## src/rtl/ts_null_stuffer_pkg.sv

```systemverilog
`default_nettype none
// ============================================================================
// Module  : ts_null_stuffer_pkg
// Purpose : Shared constants, bank/write-state encodings and the null-packet
//           byte generator for the TS null stuffer.
// Ports   : none (package)
// Revision: 1.0 - initial release
// ============================================================================
package ts_null_stuffer_pkg;

   localparam logic [7:0] TS_SYNC_BYTE    = 8'h47;
   localparam int         PKT_LEN_DEFAULT = 188;

   // Null header byte 3: not scrambled, payload only, continuity counter 0.
   localparam logic [7:0] NULL_HDR_BYTE3  = 8'h10;
   localparam logic [7:0] NULL_STUFF_BYTE = 8'hFF;

   typedef enum logic {
      BANK_EMPTY = 1'b0,
      BANK_FULL  = 1'b1
   } bank_state_t;

   typedef enum logic [1:0] {
      WR_IDLE    = 2'd0,
      WR_ACTIVE  = 2'd1,
      WR_DISCARD = 2'd2
   } wr_state_t;

   // Byte at position idx of a null packet carrying the given PID.
   function automatic logic [7:0] null_byte(input logic [31:0] idx,
                                            input logic [12:0] pid);
      case (idx)
         32'd0:   null_byte = TS_SYNC_BYTE;
         32'd1:   null_byte = {3'b000, pid[12:8]};
         32'd2:   null_byte = pid[7:0];
         32'd3:   null_byte = NULL_HDR_BYTE3;
         default: null_byte = NULL_STUFF_BYTE;
      endcase
   endfunction

endpackage
`default_nettype wire

```

## src/rtl/ts_null_stuffer_ram.sv

```systemverilog
`default_nettype none
// ============================================================================
// Module  : ts_pkt_bank_ram
// Purpose : Two-bank packet store, one write port and one registered read
//           port. Contents are never reset.
// Ports   : clk_i            - clock
//           we_i/waddr_i/wdata_i - write port
//           re_i/raddr_i     - read request, data on rdata_o next cycle
// Revision: 1.0 - initial release
// ============================================================================
module ts_pkt_bank_ram #(
   parameter int DEPTH  = 376,
   parameter int ADDR_W = 9
) (
   input  logic              clk_i,
   input  logic              we_i,
   input  logic [ADDR_W-1:0] waddr_i,
   input  logic [7:0]        wdata_i,
   input  logic              re_i,
   input  logic [ADDR_W-1:0] raddr_i,
   output logic [7:0]        rdata_o
);

   logic [7:0] mem_q [DEPTH];

   always_ff @(posedge clk_i) begin
      if (we_i) mem_q[waddr_i] <= wdata_i;
      if (re_i) rdata_o <= mem_q[raddr_i];
   end

endmodule
`default_nettype wire

```

## src/rtl/ts_null_stuffer.sv

```systemverilog
`default_nettype none
// ============================================================================
// Module  : ts_null_stuffer
// Purpose : Ping-pong buffers incoming TS packets and replays them at the
//           rate of BYTE_TICK, inserting null packets when no full packet is
//           ready at a packet boundary.
// Ports   : CLK, RST (async, active low)
//           DATA_IN/DVALID_IN/PSYNC_IN - input TS byte stream
//           BYTE_TICK                  - output byte slot request
//           DATA_OUT/DVALID_OUT/PSYNC_OUT - constant-rate TS output
//           OVERFLOW                   - pulse per dropped input packet
//           NULL_COUNT/DROP_COUNT      - saturating statistics
// Revision: 1.0 - initial release
// ============================================================================
module ts_null_stuffer
   import ts_null_stuffer_pkg::*;
#(
   parameter logic [12:0] NULL_PID = 13'h1FFF,
   parameter int          PKT_LEN  = PKT_LEN_DEFAULT
) (
   input  logic        CLK,
   input  logic        RST,
   input  logic [7:0]  DATA_IN,
   input  logic        DVALID_IN,
   input  logic        PSYNC_IN,
   input  logic        BYTE_TICK,
   output logic [7:0]  DATA_OUT,
   output logic        DVALID_OUT,
   output logic        PSYNC_OUT,
   output logic        OVERFLOW,
   output logic [15:0] NULL_COUNT,
   output logic [7:0]  DROP_COUNT
);

   localparam int IDX_W  = $clog2(PKT_LEN);
   localparam int ADDR_W = $clog2(2 * PKT_LEN);
   localparam logic [IDX_W-1:0]  LAST_IDX   = IDX_W'(PKT_LEN - 1);
   localparam logic [ADDR_W-1:0] BANK1_BASE = ADDR_W'(PKT_LEN);

   // Banks are filled and drained strictly alternately, so a single toggling
   // pointer per side always names the oldest-free (write) and oldest-full
   // (read) bank.
   bank_state_t      bank_q [2];
   bank_state_t      bank_d [2];
   wr_state_t        wr_state_q, wr_state_d;
   logic [IDX_W-1:0] wr_idx_q, wr_idx_d;
   logic             wr_ptr_q, wr_ptr_d;
   logic             overflow_q, overflow_d;
   logic [7:0]       drop_cnt_q;

   logic [IDX_W-1:0] rd_idx_q;
   logic             rd_ptr_q;
   logic             src_bank_q;
   logic [15:0]      null_cnt_q;
   logic             s1_valid_q, s1_psync_q, s1_null_q;
   logic [7:0]       s1_byte_q;
   logic             dvalid_q, psync_q;
   logic [7:0]       data_q;

   logic             w_ram_we, w_wr_fill;
   logic [IDX_W-1:0] w_wr_idx;
   logic             w_rd_idx0, w_rd_last, w_src_bank, w_rd_free;
   logic [7:0]       w_ram_rdata;
   logic [ADDR_W-1:0] w_waddr, w_raddr;

   // ---------------------------------------------------------------- write
   always_comb begin
      wr_state_d = wr_state_q;
      wr_idx_d   = wr_idx_q;
      wr_ptr_d   = wr_ptr_q;
      overflow_d = 1'b0;
      w_ram_we   = 1'b0;
      w_wr_fill  = 1'b0;
      w_wr_idx   = wr_idx_q;
      if (DVALID_IN) begin
         if (PSYNC_IN) begin
            if (DATA_IN != TS_SYNC_BYTE) begin
               wr_state_d = WR_DISCARD;
            end else if (wr_state_q == WR_ACTIVE || bank_q[wr_ptr_q] == BANK_EMPTY) begin
               // A restart mid-packet reuses the bank already being written.
               w_ram_we   = 1'b1;
               w_wr_idx   = '0;
               wr_idx_d   = IDX_W'(1);
               wr_state_d = WR_ACTIVE;
            end else begin
               overflow_d = 1'b1;
               wr_state_d = WR_DISCARD;
            end
         end else if (wr_state_q == WR_ACTIVE) begin
            w_ram_we = 1'b1;
            if (wr_idx_q == LAST_IDX) begin
               w_wr_fill  = 1'b1;
               wr_idx_d   = '0;
               wr_ptr_d   = ~wr_ptr_q;
               wr_state_d = WR_IDLE;
            end else begin
               wr_idx_d = wr_idx_q + 1'b1;
            end
         end
      end
   end

   // Fill and free always target different banks, so both can apply at once.
   always_comb begin
      bank_d = bank_q;
      if (w_wr_fill) bank_d[wr_ptr_q] = BANK_FULL;
      if (w_rd_free) bank_d[rd_ptr_q] = BANK_EMPTY;
   end

   always_ff @(posedge CLK or negedge RST) begin
      if (!RST) begin
         wr_state_q <= WR_IDLE;
         wr_idx_q   <= '0;
         wr_ptr_q   <= 1'b0;
         bank_q     <= '{BANK_EMPTY, BANK_EMPTY};
         overflow_q <= 1'b0;
         drop_cnt_q <= '0;
      end else begin
         wr_state_q <= wr_state_d;
         wr_idx_q   <= wr_idx_d;
         wr_ptr_q   <= wr_ptr_d;
         bank_q     <= bank_d;
         overflow_q <= overflow_d;
         if (overflow_d && drop_cnt_q != 8'hFF) drop_cnt_q <= drop_cnt_q + 1'b1;
      end
   end

   // ----------------------------------------------------------------- read
   always_comb begin
      w_rd_idx0  = (rd_idx_q == '0);
      w_rd_last  = (rd_idx_q == LAST_IDX);
      // Source is decided from the registered full flags at index 0 only.
      w_src_bank = w_rd_idx0 ? (bank_q[rd_ptr_q] == BANK_FULL) : src_bank_q;
      w_rd_free  = BYTE_TICK & w_src_bank & w_rd_last;
   end

   assign w_waddr = (wr_ptr_q ? BANK1_BASE : '0) + ADDR_W'(w_wr_idx);
   assign w_raddr = (rd_ptr_q ? BANK1_BASE : '0) + ADDR_W'(rd_idx_q);

   ts_pkt_bank_ram #(
      .DEPTH  (2 * PKT_LEN),
      .ADDR_W (ADDR_W)
   ) u_ram (
      .clk_i   (CLK),
      .we_i    (w_ram_we),
      .waddr_i (w_waddr),
      .wdata_i (DATA_IN),
      .re_i    (BYTE_TICK & w_src_bank),
      .raddr_i (w_raddr),
      .rdata_o (w_ram_rdata)
   );

   // Stage 1 runs alongside the RAM read so null and bank bytes share the
   // same two-cycle latency.
   always_ff @(posedge CLK or negedge RST) begin
      if (!RST) begin
         rd_idx_q   <= '0;
         rd_ptr_q   <= 1'b0;
         src_bank_q <= 1'b0;
         null_cnt_q <= '0;
         s1_valid_q <= 1'b0;
         s1_psync_q <= 1'b0;
         s1_null_q  <= 1'b0;
         s1_byte_q  <= '0;
         dvalid_q   <= 1'b0;
         psync_q    <= 1'b0;
         data_q     <= '0;
      end else begin
         if (BYTE_TICK) begin
            rd_idx_q   <= w_rd_last ? '0 : rd_idx_q + 1'b1;
            src_bank_q <= w_src_bank;
            if (w_rd_free) rd_ptr_q <= ~rd_ptr_q;
            if (w_rd_idx0 && !w_src_bank && null_cnt_q != 16'hFFFF)
               null_cnt_q <= null_cnt_q + 1'b1;
            s1_psync_q <= w_rd_idx0;
            s1_null_q  <= ~w_src_bank;
            s1_byte_q  <= null_byte(32'(rd_idx_q), NULL_PID);
         end
         s1_valid_q <= BYTE_TICK;
         dvalid_q   <= s1_valid_q;
         psync_q    <= s1_valid_q & s1_psync_q;
         if (s1_valid_q) data_q <= s1_null_q ? s1_byte_q : w_ram_rdata;
      end
   end

   assign DATA_OUT   = data_q;
   assign DVALID_OUT = dvalid_q;
   assign PSYNC_OUT  = psync_q;
   assign OVERFLOW   = overflow_q;
   assign NULL_COUNT = null_cnt_q;
   assign DROP_COUNT = drop_cnt_q;

endmodule
`default_nettype wire

```

## config.mk

```make
export PLATFORM = sky130hd
export DESIGN_NAME = ts_null_stuffer
export DESIGN_NICKNAME = d
export VERILOG_FILES = /design/src/rtl/ts_null_stuffer_pkg.sv /design/src/rtl/ts_null_stuffer_ram.sv /design/src/rtl/ts_null_stuffer.sv
export SDC_FILE = /design/constraint.sdc
export NUM_CORES = 2
export LEC_CHECK = 0
export ABC_CLOCK_PERIOD_IN_PS = 4500
export CORE_MARGIN = 4
export CORE_UTILIZATION = 63
export CTS_BUF_LIST = sky130_fd_sc_hd__clkbuf_16
export DETAILED_ROUTE_END_ITERATION = 7
export PLACE_DENSITY = 0.79
export SLEW_MARGIN = 20
export SYNTH_ARGS = -nofsm -noshare
export SYNTH_HDL_FRONTEND = slang
export SYNTH_HIERARCHICAL = 1
export SYNTH_SLANG_ARGS = --single-unit
```

## constraint.sdc

```tcl
create_clock -name CLK -period 4.5 [get_ports CLK]
set_input_delay 0.9 -clock CLK [delete_from_list [all_inputs] [get_ports CLK]]
set_output_delay 0.9 -clock CLK [all_outputs]
set_load 0.05 [all_outputs]
```

After elaboration in Yosys (flattened, before gate mapping) --
Memory sizes are Yosys's and may differ from the RTL's. A register that Yosys moved wholly into a read port is not among the register bits. Cells that the tools add are included.
Operators by class: add/sub/neg operators 6, $lt $le $gt $ge 4, eq/ne operators 10, muxes and demuxes 47, bitwise logic cells 13, reductions and logical operators 15
Operator list (count):
- $mux W8 | 13
- $add A8 B1 Y8 const B | 3
- $mux W1 | 24
- $pmux W8 S3 | 1
- $add A8 B8 Y9 | 2
- $add A16 B1 Y16 const B | 1
- $eq A8 B8 Y1 const B | 2
- $ne A16 B16 Y1 const B | 1
- $mux W2 | 7
- $eq A8 B1 Y1 const B | 1
- $eq A8 B2 Y1 const B | 1
- $logic_not A8 Y1 | 1
- $ne A8 B7 Y1 const B | 1
- $ne A8 B8 Y1 const B | 1
- $reduce_and A4 Y1 | 2
- $logic_and A1 B1 Y1 | 5
- $not A1 Y1 | 5
- $ge A2 B2 Y1 const B | 2
- $lt A2 B1 Y1 const B | 2
- $not A1 Y2 | 2
- $reduce_and A2 Y1 | 2
- $reduce_bool A2 Y1 | 2
- $and A1 B1 Y1 | 3
- $reduce_and A3 Y1 | 1
- other kinds (9) | 10
Word-level totals: flip-flop bits (word level) 69, RAM bits 3008, bits of input ports 13, output and inout port bits 35, word-level logic and storage cells 114, memories kept 1
Memories:
- u_ram.mem_q | words 376, bits a word 8, read ports 1, clocked after Yosys merged registers in 1, wr ports 1, line ts_null_stuffer_ram.sv:24 | logic [7:0] mem_q [DEPTH];

Logic depth before layout (Yosys ltp) --
depth after elaboration 12, mapped depth 15, mapped depth without buffers 14

Hierarchy --
Netlist, hierarchy kept.
By module, submodules not included:
- ts_pkt_bank_ram | instances 1, cells an instance 5385, area each 116922.1 µm², sequential area each 90566.9 µm²
- ts_null_stuffer | instances 1, cells an instance 343, area each 3543.4 µm², sequential area each 1651.6 µm²

Worst setup path before layout --
Ideal clock, no wire load.
kind in2reg, start point input DATA_IN[4], end point memory u_ram.mem_q[107][0], enable pin, setup time 370 ps, data arrival time 4102 ps, data required time 4130 ps, setup slack 28 ps, stages 13, path buffers 2, cells stage by stage nor4bb_1 > o2111ai_1 > buf_2 > and2_1 > ha_1 > fa_1 > a21o_1 > a21o_1 > xor2_1 > nor3b_1 > nand2_1 > clkbuf_1 > nor2_1
Between the ends: elaborated cells on any way between the ends 10, those cells by class add/sub: 1; eq/ne: 1; mux: 8
RTL lines:
- start, declared | line ts_null_stuffer.sv:23 | input logic [7:0] DATA_IN,
- $ne A8 B7 Y1 | line ts_null_stuffer.sv:77 | if (DATA_IN != TS_SYNC_BYTE) begin
- $mux W8 | line ts_null_stuffer.sv:77
- $mux W8 | line ts_null_stuffer.sv:76 | if (PSYNC_IN) begin
- $mux W8 | line ts_null_stuffer.sv:75 | if (DVALID_IN) begin
- $add A8 B8 Y9 | line ts_null_stuffer.sv:137 | assign w_waddr = (wr_ptr_q ? BANK1_BASE : '0) + ADDR_W'(w_wr_idx);
- named net w_waddr[6] | line ts_null_stuffer.sv:64 | logic [ADDR_W-1:0] w_waddr, w_raddr;
- end, declared | line ts_null_stuffer_ram.sv:24
The timed path passes the listed nets, and every way through them passes these cells.

Final worst setup path --
start point register rd_ptr_q, end point register u_ram.rdata_o[5], read port of u_ram.mem_q (data pin)
Between the ends: elaborated cells on any way between the ends 8, those cells by class add/sub: 1; mux: 5; bitwise: 2
RTL lines:
- start, declared | line ts_null_stuffer.sv:52 | logic rd_ptr_q;
- start signal, assigned | line ts_null_stuffer.sv:172 | if (w_rd_free) rd_ptr_q <= ~rd_ptr_q;
- $mux W8 | line ts_null_stuffer.sv:138 | assign w_raddr = (rd_ptr_q ? BANK1_BASE : '0) + ADDR_W'(rd_idx_q);
- $add A8 B8 Y9 | line ts_null_stuffer.sv:138
- named net w_raddr[4] | line ts_null_stuffer.sv:64
- end, declared | line ts_null_stuffer_ram.sv:21 | output logic [7:0] rdata_o
The timed path passes the listed nets, and every way through them passes these cells. The select of a mux whose other input is x is not followed. A chain may end at the register's enable or synchronous reset.

==> summary.md <==
| Metric | Value |
|---|---|
| Status | complete, but fails checks |
| Failing checks | setup timing |
| Die width | 445 um |
| Critical path, cell by cell | ha_4, inv_1, fa_1, xnor2_2, buf_12, buf_12, nor2b_4, buf_12, a22o_1, a221oi_1, o22ai_1, nor3_1, nor3_1, o22a_2 |
| DR vias/cell | 7.20 |
| Area grow syn2layout | 16.5% |
| Final Hold Fails | 0 |
| Fin crit period | 4.58 ns |
| Sw Share | 31.8% |
| Worst Hold End | u_ram/mem_q[318][4] |
| Fin cells | 9429 |
| Mapped Area | 0.120 mm^2 |
| Hold path cells | 1 |
| Nets | 6727 |
| Endpoints failing setup | 2 |
| Flop pwr share | 38.8% |
| Share of post-route cells with drive strength above 1 | 31.9% |
| First DRT Iteration DRCs | 12315 |
| Clk sinks | 3082 |
| RSZ-0062 raised after global routing | true |
| Clock Skew | 0.0400 ns |
| H-tree Lvls | 5 |
| Count leader, synth | edfxtp_1 |
| EDFF count, synth | 3016 |
| Vert. Die Dim | 445 um |
| CTS Buf Count | 305 |
| Leading post-synthesis cells by cell area | edfxtp_1, mux4_2, mux2i_1 |
| P_int | 56.0 mW |
| Row cnt | 160 |
| Worst R2R Start | rd_ptr_q |
| GP Congestion | 0.997 |
| Worst ir drop on vdd | 547 uV |
| Initial core utilization | 63.3% |
| Comb power frac | 31.4% |
| Total grt overflow | 0 |
| Post-route ant nets | 0 |
| Vias in the first global route | 68441 |
| Critical path's top delay family | compound AO/OA/AOI/OAI gates |
| CP max stage cell | a221oi_1 |
| Most frequent CP cell | buf_12 |
| DRT Pass-1 Iters | 8 |
| First-pass GRT wire length | 510 mm |
| Pwr Total | 82.1 mW |
| Clk root buf | clkbuf_16 |
| # IOs | 48 |
| Arrival time at the worst endpoint | 5.23 ns |
| Post-synthesis cell type count | 81 |
| Die ar. | 0.198 mm^2 |
| Top post-synthesis cells by count | edfxtp_1, mux4_2, nor2_1 |
| Synth Instances | 5728 |
| TritonCTS clock tree | done |
| Async SR Flop Fraction | 2.14% |
| FF+latch count, synth | 3082 |
| Initial antenna violation count | 27 |
| Syn_area_per_cell | 21.0 um^2 |
| CP Capture Type | flop |
| Fmax | 0.218 GHz |
| Final Slew Violations | 0 |
| Setup slack, reg-to-reg | -0.08 ns |
| Synth top area share | 75.2% |
| Hpwl dp | 220 mm |
| Leak pwr | 46.3 nW |
| Largest area contributor in the netlist | edfxtp_1 |
| WL per Instance | 38.0 um |
| Via count | 67869 |
| Synth Warn # | 6 |
| Hold Startpoint | DATA_IN[4] |
| IO Port Bufs | 47 |
| Sequential area share after synthesis | 76.6% |
| Crit share post-route | 102% |
| CP Class | flop to flop |
| Syn_nets | 5760 |
| Placed cell area | 0.131 mm^2 |
| Actual slew at the worst max-slew pin | 1.48 ns |
| Max-Slew Margin vs Limit | 1.12% |
| CP max FO | 23 |
| Worst R2R Path Depth | 14 |
| DRC errors left | 0 |
| Setup WS post-layout | -0.0792 ns |
| Max_cap viols | 0 |
| CP max stage delay | 1.06 ns |
| Gr usage total | 36.7% |
| Bufs and invs on worst path | 4 |
| Ys flop type | edfxtp_1 |
| Core region area | 0.190 mm^2 |
| Clock network power share | 29.8% |
| Clk buf depth | 4 |
| Hold Path Class | input pin to flop |
| Design area | 0.140 mm^2 |
| Type of origin of the critical path | flop |
| R2r endpoint | u_ram/rdata_o[5] |
| DRT Wirelength | 358 mm |
| Worst path required time | 5.15 ns |
| PD cells | 585 mW/mm^2 |
| Largest net degree at the start of global routing | 186 |
| Clk_lat worst skew | 0.94 ns |
| Placed instance count | 8892 |
| Reg clk slew, reported paths | 0.06 ns |
| Total net switching power | 26.1 mW |
==> layer usage <==
layer | part of all wire (%) | track usage (%) | routed length [um]
met1 | 31 | 47.9 | 112000
met2 | 45 | 53.8 | 161000
met3 | 16 | 14.0 | 59100
met4 | 7.4 | 21.2 | 26500
met5 | 0.053 | 0.147 | 189
==> layout make-up <==
class / instances / area (um^2)
inverter: 16 / 75.1
fill: 9772 / 49900
clock buffer: 311 / 7780
sequential: 3082 / 92200
clock inverter: 199 / 1550
multi-input combinational: 2289 / 26500
timing repair buffer: 1001 / 8940
tap: 2511 / 3140
antenna: 20 / 50.0
==> sequential cells by signal (all words and copies together), names as in the netlist <==
signal         cells
DATA_OUT           8
DROP_COUNT         8
DVALID_OUT         1
NULL_COUNT        16
OVERFLOW           1
PSYNC_OUT          1
bank_q             2
rd_idx_q           8
rd_ptr_q           1
s1_byte_q          5
s1_null_q          1
s1_psync_q         1
s1_valid_q         1
src_bank_q         1
u_ram/mem_q     3008
u_ram/rdata_o      8
wr_idx_q           8
wr_ptr_q           1
wr_state_q         2
==> power by group through the flow <==
stage | Sequential, mW | Combinational [mW] | Clock [mW]
detailed placement | 32.5 | 24.1 | 0
CTS | 31.9 | 24.7 | 24.6
floorplan | 32.5 | 13.9 | 0
global route | 31.8 | 26.0 | 25.9
finish | 31.9 | 25.8 | 24.5
global placement | 32.5 | 23.7 | 0
==> cells in the final DEF (no fill, tap or decap), drive strengths merged, types with 10 or more instances in the layout <==
| cell | count |
|---|---|
| clkinvlp | 19 |
| o221ai | 18 |
| diode | 20 |
| nor2b | 37 |
| a22o | 14 |
| or3 | 10 |
| and3 | 15 |
| inv | 83 |
| o211ai | 13 |
| o21ai | 33 |
| nor4 | 18 |
| nand2 | 123 |
| nand4 | 27 |
| a31oi | 19 |
| mux2 | 31 |
| dfrtp | 66 |
| a22oi | 104 |
| buf | 962 |
| o22ai | 50 |
| nand3 | 46 |
| ha | 17 |
| bufinv | 24 |
| nand2b | 17 |
| and2 | 20 |
| a221oi | 20 |
| nor2 | 454 |
| mux2i | 197 |
| mux4 | 736 |
| a2111oi | 12 |
| clkbuf | 311 |
| nor3 | 29 |
| xnor2 | 26 |
| clkdlybuf4s50 | 38 |
| a211oi | 18 |
| a21oi | 79 |
| edfxtp | 3016 |
| clkinv | 89 |
==> worst max-delay path by stage <==
stage | start | end | slack (ns) | depth (start not counted)
after floorplan | DATA_IN[4] | u_ram/mem_q[107][0] | 0.03 | 13
after global placement | DATA_IN[5] | u_ram/mem_q[149][4] | -2.05 | 14
after detailed placement | DATA_IN[5] | u_ram/mem_q[149][1] | -0.85 | 14
after CTS | rd_ptr_q | u_ram/rdata_o[1] | 0.02 | 15
after global routing | DVALID_IN | u_ram/mem_q[141][0] | -0.10 | 15
final | rd_ptr_q | u_ram/rdata_o[5] | -0.08 | 14
==> repair_timing <==
action	4_1_cts	5_1_grt
endpoints found under the hold margin	20	0
setup endpoints to repair	3	360
buffers inserted	5	1
pin swaps	0	1
hold buffers	1	0
gates resized for setup	6	14
==> metrics by stage <==
step / TNS [ns] / hold WS (ns) / setup slack, ns / util, %
2_1_floorplan: 0 / 0.352 / 0.0282 / -
3_3_place_gp: -5036.50 / 0.455 / -2.05 / 68.8
3_5_place_dp: -1496.38 / 0.461 / -0.847 / 68.8
4_1_cts: 0 / 0.134 / 0.0203 / 73.7
5_1_grt: -4.54 / 0.152 / -0.102 / 73.8
6_report: -0.119 / 0.166 / -0.0792 / 73.8
==> logic make-up after synthesis <==
| logic type | count (synthesis) | share of synthesized area (%) |
|---|---|---|
| compound gates | 448 | 2.65 |
| xor+xnor | 32 | 0.233 |
| fa+ha+maj | 19 | 0.210 |
| buf+inv | 357 | 1.59 |
| flops | 3082 | 76.6 |
| mux | 964 | 15.7 |
| simple gates | 826 | 3.09 |
Power figures use the tool's default switching activity.
